### config.mk
export PLATFORM = sky130hd
export DESIGN_NAME = multi_cycle_ctrl
export DESIGN_NICKNAME = d
export VERILOG_FILES = /design/src/rtl/multi_cycle_ctrl.sv
export SDC_FILE = /design/constraint.sdc
export NUM_CORES = 1
export LEC_CHECK = 0
export CAP_MARGIN = 20
export CORE_MARGIN = 2
export CORE_UTILIZATION = 49
export CTS_CLUSTER_DIAMETER = 100
export DETAILED_ROUTE_END_ITERATION = 16
export GPL_ROUTABILITY_DRIVEN = 0
export GPL_TIMING_DRIVEN = 0
export PLACE_DENSITY = 0.91
export SKIP_LAST_GASP = 1
export SYNTH_ARGS = -nofsm -noshare
export SYNTH_HDL_FRONTEND = slang
export SYNTH_SLANG_ARGS = --single-unit
### constraint.sdc
create_clock -name clk -period 3.4 [get_ports clk]
set_clock_uncertainty 0.15 [all_clocks]
set_input_delay 0.34 -clock clk [delete_from_list [all_inputs] [get_ports clk]]
set_output_delay 0.34 -clock clk [all_outputs]
set_load 0.02 [all_outputs]
### src/rtl/multi_cycle_ctrl.sv
// Main control FSM for the multi-cycle MIPS datapath, with a memory-wait watchdog.
// Define MULTI_CTRL_JAL_EN to build in the jal (opcode 000011) dispatch and JAL state.
module multi_cycle_ctrl #(
  parameter int MEM_WAIT_MAX = 15
) (
  input  logic       clk,
  input  logic       rst,
  input  logic [5:0] opcode,
  input  logic       mem_ready,
  output logic       PCWrite,
  output logic       PCWriteCond,
  output logic       IorD,
  output logic       MemRead,
  output logic       MemWrite,
  output logic       IRWrite,
  output logic       RegWrite,
  output logic       ALUSrcA,
  output logic [1:0] RegDst,
  output logic [1:0] MemtoReg,
  output logic [1:0] ALUSrcB,
  output logic [1:0] ALUOp,
  output logic [1:0] PCSource,
  output logic       illegal,
  output logic       mem_timeout,
  output logic [3:0] state
);

  localparam int CW = (MEM_WAIT_MAX < 2) ? 1 : $clog2(MEM_WAIT_MAX);

  localparam logic [5:0] OP_RTYPE = 6'b000000;
  localparam logic [5:0] OP_LW    = 6'b100011;
  localparam logic [5:0] OP_SW    = 6'b101011;
  localparam logic [5:0] OP_BEQ   = 6'b000100;
  localparam logic [5:0] OP_J     = 6'b000010;
  localparam logic [5:0] OP_ADDI  = 6'b001000;
`ifdef MULTI_CTRL_JAL_EN
  localparam logic [5:0] OP_JAL   = 6'b000011;
`endif

  typedef enum logic [3:0] {
    S_IF   = 4'd0,
    S_ID   = 4'd1,
    S_MADR = 4'd2,
    S_MRD  = 4'd3,
    S_MWB  = 4'd4,
    S_MWR  = 4'd5,
    S_REX  = 4'd6,
    S_RWB  = 4'd7,
    S_BEQ  = 4'd8,
    S_JMP  = 4'd9,
    S_IEX  = 4'd10,
    S_IWB  = 4'd11
`ifdef MULTI_CTRL_JAL_EN
    , S_JAL = 4'd12
`endif
  } state_t;

  state_t          state_reg, state_next;
  logic [CW-1:0]   wait_cnt_reg, wait_cnt_next;
  logic            timeout_reg, timeout_next;
  logic            is_wait;

  always_ff @(posedge clk or posedge rst) begin
    if (rst) begin
      state_reg    <= S_IF;
      wait_cnt_reg <= '0;
      timeout_reg  <= 1'b0;
    end else begin
      state_reg    <= state_next;
      wait_cnt_reg <= wait_cnt_next;
      timeout_reg  <= timeout_next;
    end
  end

  always_comb begin
    state_next    = state_reg;
    wait_cnt_next = '0;
    timeout_next  = timeout_reg;
    PCWrite       = 1'b0;
    PCWriteCond   = 1'b0;
    IorD          = 1'b0;
    MemRead       = 1'b0;
    MemWrite      = 1'b0;
    IRWrite       = 1'b0;
    RegWrite      = 1'b0;
    ALUSrcA       = 1'b0;
    RegDst        = 2'b00;
    MemtoReg      = 2'b00;
    ALUSrcB       = 2'b00;
    ALUOp         = 2'b00;
    PCSource      = 2'b00;
    illegal       = 1'b0;

    case (state_reg)
      S_IF: begin
        MemRead = 1'b1;
        ALUSrcB = 2'b01;
        IRWrite = mem_ready;
        PCWrite = mem_ready;
        if (mem_ready) state_next = S_ID;
      end
      S_ID: begin
        ALUSrcB = 2'b11;
        case (opcode)
          OP_RTYPE:     state_next = S_REX;
          OP_LW, OP_SW: state_next = S_MADR;
          OP_BEQ:       state_next = S_BEQ;
          OP_J:         state_next = S_JMP;
          OP_ADDI:      state_next = S_IEX;
`ifdef MULTI_CTRL_JAL_EN
          OP_JAL:       state_next = S_JAL;
`endif
          default: begin
            state_next = S_IF;
            illegal    = 1'b1;
          end
        endcase
      end
      S_MADR: begin
        ALUSrcA = 1'b1;
        ALUSrcB = 2'b10;
        // IR is stable until the next fetch, so the opcode still tells lw from sw
        if (opcode == OP_SW) state_next = S_MWR;
        else if (opcode == OP_LW) state_next = S_MRD;
        else state_next = S_IF;
      end
      S_MRD: begin
        MemRead = 1'b1;
        IorD    = 1'b1;
        if (mem_ready) state_next = S_MWB;
      end
      S_MWB: begin
        RegWrite   = 1'b1;
        MemtoReg   = 2'b01;
        state_next = S_IF;
      end
      S_MWR: begin
        MemWrite = 1'b1;
        IorD     = 1'b1;
        if (mem_ready) state_next = S_IF;
      end
      S_REX: begin
        ALUSrcA    = 1'b1;
        ALUOp      = 2'b10;
        state_next = S_RWB;
      end
      S_RWB: begin
        RegWrite   = 1'b1;
        RegDst     = 2'b01;
        state_next = S_IF;
      end
      S_BEQ: begin
        ALUSrcA     = 1'b1;
        ALUOp       = 2'b01;
        PCWriteCond = 1'b1;
        PCSource    = 2'b01;
        state_next  = S_IF;
      end
      S_JMP: begin
        PCWrite    = 1'b1;
        PCSource   = 2'b10;
        state_next = S_IF;
      end
      S_IEX: begin
        ALUSrcA    = 1'b1;
        ALUSrcB    = 2'b10;
        state_next = S_IWB;
      end
      S_IWB: begin
        RegWrite   = 1'b1;
        state_next = S_IF;
      end
`ifdef MULTI_CTRL_JAL_EN
      S_JAL: begin
        PCWrite    = 1'b1;
        PCSource   = 2'b10;
        RegWrite   = 1'b1;
        RegDst     = 2'b10;
        MemtoReg   = 2'b10;
        state_next = S_IF;
      end
`endif
      default: state_next = S_IF;
    endcase

    // Watchdog: any non-waiting cycle (ready or a different state) restarts the count
    is_wait = ((state_reg == S_IF) || (state_reg == S_MRD) || (state_reg == S_MWR)) && !mem_ready;
    if (is_wait) begin
      if ((int'(wait_cnt_reg) + 1) >= MEM_WAIT_MAX) begin
        timeout_next = 1'b1;
        state_next   = S_IF;
      end else begin
        wait_cnt_next = wait_cnt_reg + 1'b1;
      end
    end

    // Reset aborts the instruction at once, so no enable may leak through
    if (rst) begin
      PCWrite     = 1'b0;
      PCWriteCond = 1'b0;
      IorD        = 1'b0;
      MemRead     = 1'b0;
      MemWrite    = 1'b0;
      IRWrite     = 1'b0;
      RegWrite    = 1'b0;
      ALUSrcA     = 1'b0;
      RegDst      = 2'b00;
      MemtoReg    = 2'b00;
      ALUSrcB     = 2'b00;
      ALUOp       = 2'b00;
      PCSource    = 2'b00;
      illegal     = 1'b0;
    end
  end

  assign state       = state_reg;
  assign mem_timeout = timeout_reg;

endmodule

* Yosys cells after proc, flatten, opt, wreduce, memory -nomap -nowiden
Index checks and enable logic that the tools add are counted.
** Storage, ports and cells
- Output and inout port bits :: 24
- Flip-flop bits (word level) :: 9
- Input port bits :: 9
** Cells by class
- Order comparisons :: 1
- Reduce and logical (&&, ||, !) cells :: 14
- Add/subtract/negate cells :: 2
- Equal/unequal tests :: 16
- Multiplexer cells :: 40
** Operator list (number)
- two-way mux 4 bit :: 7
- case mux 4 bit (7 select lines) :: 1
- two-way mux 1 bit :: 20
- case mux 4 bit (5 select lines) :: 1
- equality test 4 x 3 -> 1 bit (second input constant) :: 4
- equality test 4 bit (second input constant) :: 4
- equality test 6 bit (second input constant) :: 2
- two-way mux 2 bit :: 6
- equality test 4 x 2 -> 1 bit (second input constant) :: 2
- case mux 2 bit (2 select lines) :: 2
- OR reduction 2 bit :: 4
- equality test 6 x 2 -> 1 bit (second input constant) :: 1
- equality test 6 x 3 -> 1 bit (second input constant) :: 1
- equality test 6 x 4 -> 1 bit (second input constant) :: 1
- logical NOT 6 bit :: 1
- case mux 2 bit (3 select lines) :: 1
- OR reduction 6 bit :: 1
- adder 4 x 1 -> 5 bit (second input constant) :: 1
- greater-or-equal comparator 5 x 4 -> 1 bit (second input constant) :: 1
- adder 4 x 1 -> 4 bit (second input constant) :: 1
- equality test 4 x 1 -> 1 bit (second input constant) :: 1
- logical NOT 4 bit :: 1
- OR reduction 4 bit :: 1
- two-way mux 3 bit :: 1
- 6 further kinds :: 7

* Longest topological paths before layout
- Word-level depth :: 6
- Depth in mapped cells :: 6
- Gate-level depth less buffers :: 6

* Worst setup path after synthesis
No wires, ideal clock.
- Kind :: flip-flop to output port
- Start :: register state_reg[1] (netlist: state[1])
- End :: output PCSource[0]
- Data arrival time :: 1.867 ns
- Buffers on the path :: 3
- Data required time :: 2.910 ns
- Slack :: 1.043 ns
- Stages on the path, launching flop included :: 5
- Cell sequence :: dfrtp_1 > buf_2 > buf_4 > nor4_1 > buf_4
** Between the ends
- Cells in the longest elaborated chain, start to end :: 3
- Elaborated cells between the ends (all ways) :: 4
- Those cells by class :: eq/ne (2); mux (2)
** Ends and longest elaborated chain
- from (decl) :: RTL line 58 : state_t state_reg, state_next;
- from (signal assigned) :: RTL line 69 : state_reg <= state_next;
- equality test 4 bit :: RTL line 94 : case (state_reg)
- case mux 2 bit (2 select lines) * :: RTL line 94
- two-way mux 2 bit * :: RTL line 198 : if (rst) begin
- to (decl) :: RTL line 22 : output logic [1:0] PCSource,
Mark *: on every way between the ends. The rest lies on a longest branch, timed or not.

* Worst setup path after layout
- Start :: input rst
- End :: output RegWrite
** Between the ends
- Cells in the longest elaborated chain, start to end :: 1
** Ends and longest elaborated chain
- from (decl) :: RTL line 7 : input logic rst,
- two-way mux 1 bit :: RTL line 198
- to (decl) :: RTL line 16 : output logic RegWrite,
Every way passes these cells.

==> results_dict.tcl <==
set metrics [dict create \
    final_max_slew_viol_count 0 \
    worstReg2RegEnd "state[2]$_DFF_PP0_" \
    power.internal_uw 217 \
    period_minus_slack_ns 2.76 \
    vias_per_cell 5.55 \
    ios 33 \
    synth_top_area_share_pct 22.9 \
    ctsRootBufferMaster "clkbuf_4" \
    synth_edf_count 0 \
    initial_core_util_pct 51.2 \
    drt-total-wl_mm 2.55 \
    final_nets 162 \
    hp-start "mem_timeout$_DFFE_PP0P_" \
    ys_ff_latch 9 \
    clk_pin_slew_ns 0.06 \
    power.density_nw_per_um2 247 \
    ir_drop_uv 314 \
    ys_types 47 \
    dp.cells 173 \
    post_cts_resized 0 \
    drtPass1Iterations 4 \
    coreArea_um2 1920 \
    switching_share_pct 34.8 \
    path_class "in -> out" \
    insertion_delay_ns 0.27 \
    die_x_um 48.8 \
    cap_violations 0 \
    grt_pass1_vias 915 \
    power_leakage_uw 0.000524 \
    switchingPower_uw 116 \
    r2r_setup_slack_ns 1.38 \
    timing.fmax_mhz 362 \
    syn_area_um2 983 \
    htree_levels 1 \
    synth_area_leader_cell "dfrtp_1" \
    total_power_uw 333 \
    status "finished clean" \
    worstReg2RegStart "wait_cnt_reg[0]$_DFF_PP0_" \
    synth_area_leaders "dfrtp_1 (23%), nor3_1 (5.1%), nor2_1 (3.4%), nand2b_1 (3.2%), nor4_1 (3.2%)" \
    reg2reg_depth 6 \
    start_kind "primary input" \
    grt.overflow.total 0 \
    cp_data_arrival_time_ns 2.27 \
    max_slew_margin_pct 64.7 \
    grt_usage_pct 21.1 \
    num_vias 983 \
    synth_flop_cell "dfrtp_1" \
    final_cells 177 \
    antenna_cells 0 \
    layout-drive-gt1-share_pct 15.3 \
    design.die.area_um2 2380 \
    fill_cells 154 \
    cts_buffers 3 \
    drt_iter0_markers 28 \
    wl_per_cell_um 14.4 \
    area_growth_pct 37.0 \
    async_flop_share_pct 100 \
    timing.final.crit_share_pct 81.3 \
    grt_pass1_wl_mm 4.03 \
    worst_ep_required_time_ns 2.91 \
    ys_seq_area_share_pct 22.9 \
    postCtsSetupBuffers 0 \
    io_buffers 30 \
    setup_tns_ns 0 \
    combPwrFrac_pct 39.3 \
    holdBufCountCts 0 \
    p_clk_share_pct 24.7 \
    path_max_fanout 10 \
    end_kind "primary output" \
    setup_viol 0 \
    fin_area_um2 1350 \
    hold_violations 0 \
    drc 0 \
    post-dp-hpwl_mm 2.03 \
    ant_nets 0 \
    grt_start_max_net_pins 11 \
    min_path_cells 1 \
    rsz0062_at_grt "false" \
    num_rows 16 \
    hold_class "reg -> reg" \
    syn_inst 115 \
    power.share.sequential_pct 35.9 \
    final_util_pct 70.1 \
    synthTopCellsByCount "nor3_1 (10), dfrtp_1 (9), nor2_1 (9), nand2_1 (7)" \
    whs_endpoint "mem_timeout$_DFFE_PP0P_" \
    synth_most_common_cell "nor3_1" \
    antenna_found_initial 0 \
    avgSynthCellArea_um2 8.55 \
    cts_buffer_depth 2 \
    dpl_cell_area_um2 1320 \
    worst_pin_slew_ns 0.526 \
    fp.dieH_um 48.8 \
    cts_tree "done" \
    cts_sinks 9 \
    yosysWarnings 0 \
]
==> metal layers <==
metal | GRT usage, % | part of all wire (%) | up-vias | wire length [µm]
li1 | - | - | 492 | -
met1 | 23.7 | 42 | 464 | 1070
met2 | 40.0 | 54 | 27 | 1380
met3 | 3.68 | 3.8 | 0 | 96
met4 | 6.67 | 0 | 0 | 0
met5 | 0 | 0 | - | 0
==> power groups by stage <==
stage | logic, µW | clock network, µW | registers [µW]
after floorplan | 79.7 | 0 | 124
after global placement | 125 | 0 | 121
after detailed placement | 130 | 0 | 122
after CTS | 131 | 85.7 | 120
after global routing | 139 | 91.5 | 120
final | 131 | 82.5 | 120
==> logic make-up after synthesis <==
kind of cell    share of synthesized area [%]
compound gates                           21.1
xor+xnor                                 4.45
fa+ha+maj                                2.54
buf+inv                                  9.54
flops                                    22.9
mux                                      2.04
other cells                             0.381
simple gates                             37.0
==> through the flow <==
stage          setup slack (ns)  hold slack [ns]
2_1_floorplan              1.04            0.235
3_3_place_gp              0.718            0.299
3_5_place_dp              0.664            0.319
4_1_cts                   0.656            0.336
5_1_grt                   0.544            0.352
6_report                  0.637            0.333
==> layout make-up <==
cell class	instances	area (µm²)	area share (%)
plain buffers	11	86.3	6.41
clock buffers	4	26.3	1.95
inverters	2	7.51	0.557
multi-input cells	94	668	49.6
flip-flops and latches	9	225	16.7
well taps	27	33.8	2.51
repair buffers	30	300	22.3
==> cell usage in the layout, fill, tap and decap left out, types with 4 or more instances in the layout <==
cell,Yosys,routed
or2_1,4,4
nor2b_1,4,4
dfrtp_1,9,9
nor3_1,10,10
nor4_1,5,5
buf_4,4,4
nor2_1,9,9
nand2b_1,5,5
nand2_1,7,7
clkdlybuf4s50_1,0,30
a21oi_1,4,4
==> critical path: stages <==
cell	delay [ns]
clkdlybuf4s50_1	0.53
clkbuf_1	0.35
inv_1	0.29
and2_1	0.22
clkdlybuf4s50_1	0.54
==> how the worst max path moves through the flow <==
stage | from | endpoint | slack (ns) | depth (start not counted)
floorplan | state[1]$_DFF_PP0_ | PCSource[0] | 1.04 | 4
global placement | rst | RegWrite | 0.72 | 5
detailed placement | rst | RegWrite | 0.66 | 5
CTS | rst | RegWrite | 0.66 | 5
global route | rst | RegWrite | 0.54 | 5
finish | rst | RegWrite | 0.64 | 5
Note: power is estimated with default switching activity, not from simulation.
